### config.mk
export PLATFORM = sky130hd
export DESIGN_NAME = priority_bit_serializer_flat
export DESIGN_NICKNAME = d
export VERILOG_FILES = /design/src/rtl/priority_bit_serializer_if.sv /design/src/rtl/priority_bit_serializer.sv /design/src/flat_wrapper.sv
export SDC_FILE = /design/constraint.sdc
export NUM_CORES = 1
export LEC_CHECK = 0
export ABC_AREA = 1
export BUFFER_PORTS_ARGS = -buffer_cell sky130_fd_sc_hd__buf_2
export CAP_MARGIN = 25
export CORE_ASPECT_RATIO = 1.4
export CORE_MARGIN = 4
export CORE_UTILIZATION = 55
export CTS_CLUSTER_DIAMETER = 40
export DETAILED_ROUTE_END_ITERATION = 6
export GPL_ROUTABILITY_DRIVEN = 0
export PLACE_DENSITY = 0.85
export SYNTH_ARGS = -nofsm -noshare
export SYNTH_HDL_FRONTEND = slang
export SYNTH_SLANG_ARGS = --single-unit
### constraint.sdc
create_clock -name clk_i -period 4.5 [get_ports clk_i]
set_input_delay 0.9 -clock clk_i [delete_from_list [all_inputs] [get_ports clk_i]]
set_output_delay 0.9 -clock clk_i [all_outputs]
set_load 0.1 [all_outputs]
### src/rtl/priority_bit_serializer_if.sv
// Request-word in / one-hot beat out handshake bundle for priority_bit_serializer.
// The serializer takes the slave side; the upstream/downstream pair takes master.
interface priority_bit_serializer_if #(
    parameter int unsigned WIDTH = 16
);
    localparam int unsigned IDX_W = $clog2(WIDTH);

    logic [WIDTH-1:0] data_i;
    logic             data_val_i;
    logic             data_ready_o;
    logic [WIDTH-1:0] onehot_o;
    logic [IDX_W-1:0] index_o;
    logic             last_o;
    logic             empty_o;
    logic             data_val_o;
    logic             data_ready_i;

    modport slave (
        input  data_i,
        input  data_val_i,
        output data_ready_o,
        output onehot_o,
        output index_o,
        output last_o,
        output empty_o,
        output data_val_o,
        input  data_ready_i
    );

    modport master (
        output data_i,
        output data_val_i,
        input  data_ready_o,
        input  onehot_o,
        input  index_o,
        input  last_o,
        input  empty_o,
        input  data_val_o,
        output data_ready_i
    );
endinterface

### src/rtl/priority_bit_serializer.sv
// Expands a request word into one-hot beats, one per set bit, in priority order.
// One word in flight; a completing word can hand off to the next with no bubble.
module priority_bit_serializer #(
    parameter int unsigned WIDTH     = 16,
    parameter bit          MSB_FIRST = 1'b0
) (
    input  logic                           clk_i,
    input  logic                           rst_n_i,
    priority_bit_serializer_if.slave       bus
);
    localparam int unsigned IDX_W = $clog2(WIDTH);

    typedef enum logic {
        ST_IDLE = 1'b0,
        ST_SCAN = 1'b1
    } state_e;

    state_e           state_q, state_d;
    logic [WIDTH-1:0] remaining_q, remaining_d;
    logic             empty_q, empty_d;

    logic [WIDTH-1:0] scan_vec;
    logic [WIDTH-1:0] iso_vec;
    logic [WIDTH-1:0] pick_oh;
    logic [IDX_W-1:0] pick_idx;
    logic             last_c;
    logic             beat_fire_c;
    logic             ready_c;
    logic             accept_c;

    // Reverse the pending bits for MSB-first so one lowest-set-bit isolator serves both orders.
    for (genvar g = 0; g < WIDTH; g++) begin : g_order
        assign scan_vec[g] = MSB_FIRST ? remaining_q[WIDTH-1-g] : remaining_q[g];
        assign pick_oh[g]  = MSB_FIRST ? iso_vec[WIDTH-1-g]     : iso_vec[g];
    end

    assign iso_vec = scan_vec & (~scan_vec + WIDTH'(1));
    assign last_c  = ((remaining_q & (remaining_q - WIDTH'(1))) == '0);

    always_comb begin
        pick_idx = '0;
        for (int i = 0; i < WIDTH; i++) begin
            if (pick_oh[i]) begin
                pick_idx = pick_idx | IDX_W'(i);
            end
        end
    end

    // Handshake terms; ready also opens on the final beat of a word for zero-bubble reload.
    assign beat_fire_c = (state_q == ST_SCAN) && bus.data_ready_i;
    assign ready_c     = (state_q == ST_IDLE) || (beat_fire_c && last_c);
    assign accept_c    = bus.data_val_i && ready_c;

    always_ff @(posedge clk_i or negedge rst_n_i) begin
        if (!rst_n_i) begin
            state_q <= ST_IDLE;
        end else begin
            state_q <= state_d;
        end
    end

    always_comb begin
        state_d = state_q;
        case (state_q)
            ST_IDLE: begin
                if (accept_c) begin
                    state_d = ST_SCAN;
                end
            end
            ST_SCAN: begin
                if (beat_fire_c && last_c) begin
                    state_d = accept_c ? ST_SCAN : ST_IDLE;
                end
            end
            default: state_d = ST_IDLE;
        endcase
    end

    always_comb begin
        bus.data_ready_o = 1'b0;
        bus.data_val_o   = 1'b0;
        bus.onehot_o     = '0;
        bus.index_o      = '0;
        bus.last_o       = 1'b0;
        bus.empty_o      = 1'b0;
        case (state_q)
            ST_IDLE: begin
                bus.data_ready_o = 1'b1;
            end
            ST_SCAN: begin
                bus.data_ready_o = ready_c;
                bus.data_val_o   = 1'b1;
                bus.onehot_o     = pick_oh;
                bus.index_o      = pick_idx;
                bus.last_o       = last_c;
                bus.empty_o      = empty_q;
            end
            default: begin
                bus.data_ready_o = 1'b0;
            end
        endcase
    end

    // Pending-bit register: load on accept, otherwise retire the bit just issued.
    always_comb begin
        remaining_d = remaining_q;
        empty_d     = empty_q;
        if (accept_c) begin
            remaining_d = bus.data_i;
            empty_d     = (bus.data_i == '0);
        end else if (beat_fire_c) begin
            remaining_d = remaining_q & ~pick_oh;
        end
    end

    always_ff @(posedge clk_i or negedge rst_n_i) begin
        if (!rst_n_i) begin
            remaining_q <= '0;
            empty_q     <= 1'b0;
        end else begin
            remaining_q <= remaining_d;
            empty_q     <= empty_d;
        end
    end

endmodule
### src/flat_wrapper.sv
// flat-port wrapper written by rule: the top's interface ports become plain ports
module priority_bit_serializer_flat 
#(
    parameter int unsigned WIDTH     = 16,
    parameter bit          MSB_FIRST = 1'b0
)
  (clk_i, rst_n_i, bus_data_i, bus_data_val_i, bus_data_ready_o, bus_onehot_o, bus_index_o, bus_last_o, bus_empty_o, bus_data_val_o, bus_data_ready_i);
  priority_bit_serializer_if #(.WIDTH(WIDTH)) bus_i ();
  input  logic clk_i;
  input  logic rst_n_i;
  input wire logic [$bits(bus_i.data_i)-1:0] bus_data_i;
  input wire logic [$bits(bus_i.data_val_i)-1:0] bus_data_val_i;
  output wire logic [$bits(bus_i.data_ready_o)-1:0] bus_data_ready_o;
  output wire logic [$bits(bus_i.onehot_o)-1:0] bus_onehot_o;
  output wire logic [$bits(bus_i.index_o)-1:0] bus_index_o;
  output wire logic [$bits(bus_i.last_o)-1:0] bus_last_o;
  output wire logic [$bits(bus_i.empty_o)-1:0] bus_empty_o;
  output wire logic [$bits(bus_i.data_val_o)-1:0] bus_data_val_o;
  input wire logic [$bits(bus_i.data_ready_i)-1:0] bus_data_ready_i;
  assign bus_i.data_i = bus_data_i;
  assign bus_i.data_val_i = bus_data_val_i;
  assign bus_data_ready_o = bus_i.data_ready_o;
  assign bus_onehot_o = bus_i.onehot_o;
  assign bus_index_o = bus_i.index_o;
  assign bus_last_o = bus_i.last_o;
  assign bus_empty_o = bus_i.empty_o;
  assign bus_data_val_o = bus_i.data_val_o;
  assign bus_i.data_ready_i = bus_data_ready_i;
  priority_bit_serializer #(.WIDTH(WIDTH), .MSB_FIRST(MSB_FIRST)) u_core (.clk_i(clk_i), .rst_n_i(rst_n_i), .bus(bus_i));
endmodule
* After elaboration in Yosys (flattened, before gate mapping) *
Index checks and enable logic that the tools add are counted.

operators by class
  muxes and demuxes = 26
  bitwise logic cells = 6
  shift operators = 0
  add/sub/neg operators = 2
  reduce and logical (&&, ||, !) cells = 7
  order comparisons = 0
  multipliers = 0
  eq/ne operators = 0
  divide/modulo/power cells = 0

operators by type and width
  operator                 number
  $and A16 B16 Y16         3
  $mux W16                 3
  $mux W4                  9
  $logic_not A16 Y1        2
  $not A16 Y16             2
  $add A16 B1 Y16 const B  1
  $sub A16 B1 Y16 const B  1
  $mux W3                  4
  $mux W1                  6
  $mux W2                  2
  $pmux W1 S2              2
  $logic_and A1 B1 Y1      3
  $reduce_bool A2 Y1       1
  $logic_or A1 B1 Y1       1
  $not A1 Y1               1

storage, ports and cells
  input port bits = 20
  memories kept = 0
  bits in read-only memories = 0
  register bits after elaboration = 18
  bits in latches = 0
  output and inout bits = 24
  word-level logic and storage cells = 44
  bits in writable memories = 0

* Logic depth before layout (Yosys ltp) *
  depth in word-level cells = 19
  mapped depth = 13
  mapped depth without buffers = 12

* Worst setup path after synthesis *
OpenSTA, ideal clock, no wires.

  path type = reg-to-output
  start point = reg u_core.state_q
  end point = out bus_onehot_o[2]
  path buffers = 1
  arrival = 3.453 ns
  cell stages (with the launch flop) = 4
  path slack = 0.147 ns
  data required time = 3.600 ns
  cells stage by stage = dfrtp_1 > inv_1 > clkbuf_1 > nor3_1

on the way
  longest elaborated chain between the ends = 1

RTL lines
  element                 RTL line                       source
  from (decl)             priority_bit_serializer.sv:18  state_e state_q, state_d;
  from (signal assigned)  priority_bit_serializer.sv:58  state_q <= state_d;
  $mux W16                priority_bit_serializer.sv:86  case (state_q)
  to (decl)               flat_wrapper.sv:14             output wire logic [$bits(bus_i.onehot_o)-1:0] bus_onehot_o;

No other way between the ends.

* Worst setup path after layout *
  start point = reg u_core.remaining_q[0]
  end point = out bus_data_ready_o

on the way
  longest elaborated chain between the ends = 6

RTL lines
  element                  RTL line                        source
  from (decl)              priority_bit_serializer.sv:19   logic [WIDTH-1:0] remaining_q, remaining_d;
  from (signal assigned)   priority_bit_serializer.sv:121  remaining_q <= remaining_d;
  $sub A16 B1 Y16          priority_bit_serializer.sv:38   assign last_c = ((remaining_q & (remaining_q - WIDTH'(1))) == '0);
  $and A16 B16 Y16 (*)     priority_bit_serializer.sv:38
  $logic_not A16 Y1 (*)    priority_bit_serializer.sv:38
  $logic_and A1 B1 Y1 (*)  priority_bit_serializer.sv:51   assign ready_c = (state_q == ST_IDLE) || (beat_fire_c && last_c);
  $logic_or A1 B1 Y1 (*)   priority_bit_serializer.sv:51
  $pmux W1 S2 (*)          priority_bit_serializer.sv:86
  to (decl)                flat_wrapper.sv:13              output wire logic [$bits(bus_i.data_ready_o)-1:0] bus_data_ready_o;

Every way passes the cells marked *; elsewhere a longest branch is shown, timed or not.

==> results by group <==
STA
  • Final Skew: 0.004008 ns
  • Peak Freq: between 200 and 300 MHz
  • Fin crit share: 0.7894
  • Final Max Slew Viols: 0
  • Worst slew pin tran: 0.6079 ns
  • Setup TNS: 0 ns
  • Rel. slew slack: 0.5832
  • Min Tclk post-route: 3.552 ns
  • Final hold vios: 0
  • Final setup fails: 0
  • Unrepaired setup endpoints after global routing: no

Yosys
  • Adder-cell share of the synthesized area: 0
  • Post-Syn Area per Cell: between 6 and 7 µm²
  • Synth cell types: 25
  • Synth Instances: 230
  • Largest family of logic cells by synthesized area: simple AND/OR/NAND/NOR gates
  • Synth Register Bits: 18
  • Netlist Area Pre-Place: between 1000 and 1500 µm²
  • Multiplexer share of the synthesized area: 0.007042
  • Post-Syn Nets: 250
  • Sequential-to-total area share from yosys stat: 0.3169
  • Xor and xnor area share after synthesis: 0
  • Post-synthesis simple-gate area fraction: 0.5458
  • Ys Warns: 0
  • Synth Area in Compound Gates: 0.04665

Detailed routing
  • Initial DRT Pass Iterations: 4
  • Vias: 1,643
  • Vias/cell: ~5.4
  • Initial DRC count: 64
  • Detail Route Antenna Nets: 0
  • Post-DR wirelength/cell: around 12 µm
  • # DRC: 0
  • WL final: ~3.6 mm

Clocking
  • Longest Clk Path Bufs: 2
  • Number of H-tree levels: 1
  • CTS buffer count: 3
  • Clock root cell: clkbuf_4
  • Clock Latency Late Sink: ~0.29 ns
  • TritonCTS clock tree: done
  • Postcts setup bufs: 0
  • Worst-path clk slew: roughly 0.090 ns
  • Clk sinks: 18
  • Post-CTS Hold Buffers: 0
  • PostCTS Resize Cnt: 0

Critical path
  • R2r setup slk: about 2.3 ns
  • CP Capture Type: output port
  • Reg2reg start: u_core.remaining_q[0]
  • Top delay family on crit path: simple AND/OR/NAND/NOR gates
  • Bufs and invs on worst path: 1
  • Critical path arrival: 2.65 ns
  • Slowest library cell on the worst path: buf_2
  • Critical path data required time: ~3.6 ns
  • Cells on worst reg2reg path: 9
  • CP max stage delay: ~0.49 ns
  • Crit path cell chain: nor2_4 > nand2_1 > o21ai_0 > nand3_1 > nor2_1 > nand3_1 > nand2_2 > buf_2
  • FF-to-FF End: u_core.remaining_q[1]
  • CP Class: reg -> out
  • Most common cell type on the critical path: nand3_1
  • Setup crit start kind: register
  • Critical Path Fanout Max: 20

Min path
  • Startpoint of the lowest-slack hold path: u_core.empty_q
  • Hold depth: 2
  • Hold endpoint: u_core.empty_q
  • HP Class: reg -> reg

Placement
  • Post-DP HPWL: slightly below 3 mm
  • I/O Buffers: between 40 and 50

Outcome
  • Status: finished clean

Die
  • Chip height: slightly below 70 µm
  • Boundary Pins: 44
  • Die ar.: between 3000 and 4000 µm²
  • Initial Util: 0.5817
  • Row Count: 21
  • Die W: between 50 and 60 µm
  • Core Area: roughly 2400 µm²

GRT
  • Largest net degree at the start of global routing: 21
  • First-pass GRT wire length: 6.244 mm
  • Tot GR Track Use: 0.2318
  • Grt ovf: 0
  • Initial antenna violation count: 0
  • Vias in the first global route: between 1,500 and 2,000

Layout
  • N_diodes: 0
  • Area grow syn2layout: 16.90%
  • Post-Route Utilization: 0.6800
  • Final net count: about 290
  • Share of cells above drive strength 1: 0.2082

Run
  • Max Cap Viol: 0
## layer usage
metal  vias to the layer above  global-route usage  share of wire
met5                         -                   0              0
met4                         0             0.08754          0.013
met3                         5             0.01961          0.081
met2                        73              0.4081           0.46
met1                       728              0.2932           0.44
li1                        837                   -              -
## through the flow
step / cells / worst slack, ns / hold WS, ns / cell area (µm²)
global placement: 299 / 1.361 / 0.4576 / 1632
detailed placement: 300 / 1.309 / 0.4602 / 1639
finish: 303 / 0.9479 / 0.4815 / 1662
CTS: 303 / 0.9960 / 0.4817 / 1662
floorplan: 230 / 0.1470 / 0.4415 / 1421
global route: 303 / 0.7329 / 0.5172 / 1662
## cells in the final DEF (no fill, tap or decap)
cell and count:
nor3_1 5, o211ai_1 1, nor2_4 3, mux2i_1 1
nand3b_1 1, nand2_1 64, nor2_1 37, buf_2 43
nor4_1 4, o21ai_0 2, clkbuf_4 3, buf_4 1
a31oi_1 1, or2_2 2, nand3_1 51, nand4_1 2
and2_1 1, inv_1 18, inv_2 1, o21ai_1 1
a41oi_1 2, nor2_2 1, a21oi_1 4, nand2_2 2
dfrtp_1 18
## sequential cells by signal, indices dropped and copies added, names as in the netlist
name and cells:
u_core.remaining_q 16, u_core.empty_q 1, u_core.state_q 1
## kinds of logic (layout without fill, tap and decap cells)
kind of cell / count (synthesis) / after routing
AO/OA/AOI/OAI: 11 / 11
multiplexers: 1 / 1
AND/OR/NAND/NOR: 173 / 173
buffers and inverters: 27 / 66
flip-flops: 18 / 18
## worst min-delay path: stages (launching register included)
cell	delay [ns]
dfrtp_1	0.36
nand2_1	0.05
nand2_1	0.05
## worst max path at each step
| stage | start | to | slack [ns] | cells past startpoint |
|---|---|---|---|---|
| after detailed placement | bus_data_ready_i | bus_data_ready_o | 1.31 | 6 |
| final | u_core.remaining_q[0] | bus_data_ready_o | 0.95 | 8 |
| after CTS | u_core.remaining_q[0] | bus_data_ready_o | 1.0 | 8 |
| after floorplan | u_core.state_q | bus_onehot_o[2] | 0.15 | 3 |
| after global routing | u_core.remaining_q[0] | bus_data_ready_o | 0.73 | 8 |
| after global placement | bus_data_ready_i | bus_data_ready_o | 1.36 | 6 |
## cell usage after synthesis
cell      count  area [µm²]
nor2_2        1       6.260
nand3b_1      1       7.510
nor4_1        4       25.02
a31oi_1       1       6.260
nor2_1       37       138.9
dfrtp_1      18       450.4
o21ai_1       1       5.000
nand4_1       2       12.51
nand2_2       2       12.51
nand3_1      51       255.2
o211ai_1      1       7.510
nor3_1        5       25.02
a41oi_1       2       17.52
clkbuf_1      4       15.01
inv_1        18       67.56
buf_2         2       10.01
nor2_4        3       33.78
a21oi_1       4       20.02
o21ai_0       2       10.01
inv_2         1       3.750
mux2i_1       1       10.01
nand2_1      64       240.2
and2_1        1       6.260
buf_6         2       22.52
or2_2         2       12.51
## final cells by class
cell class	instances	area (µm²)
fillers	227	782.0
multi-input cells	185	852.1
flip-flops and latches	18	450.4
inverters	19	71.32
clock buffers	3	22.52
repair buffers	44	222.7
well taps	34	42.54
Power is not shown: default switching activity piles up to over one toggle a cycle in this logic, so the estimate is an artifact.
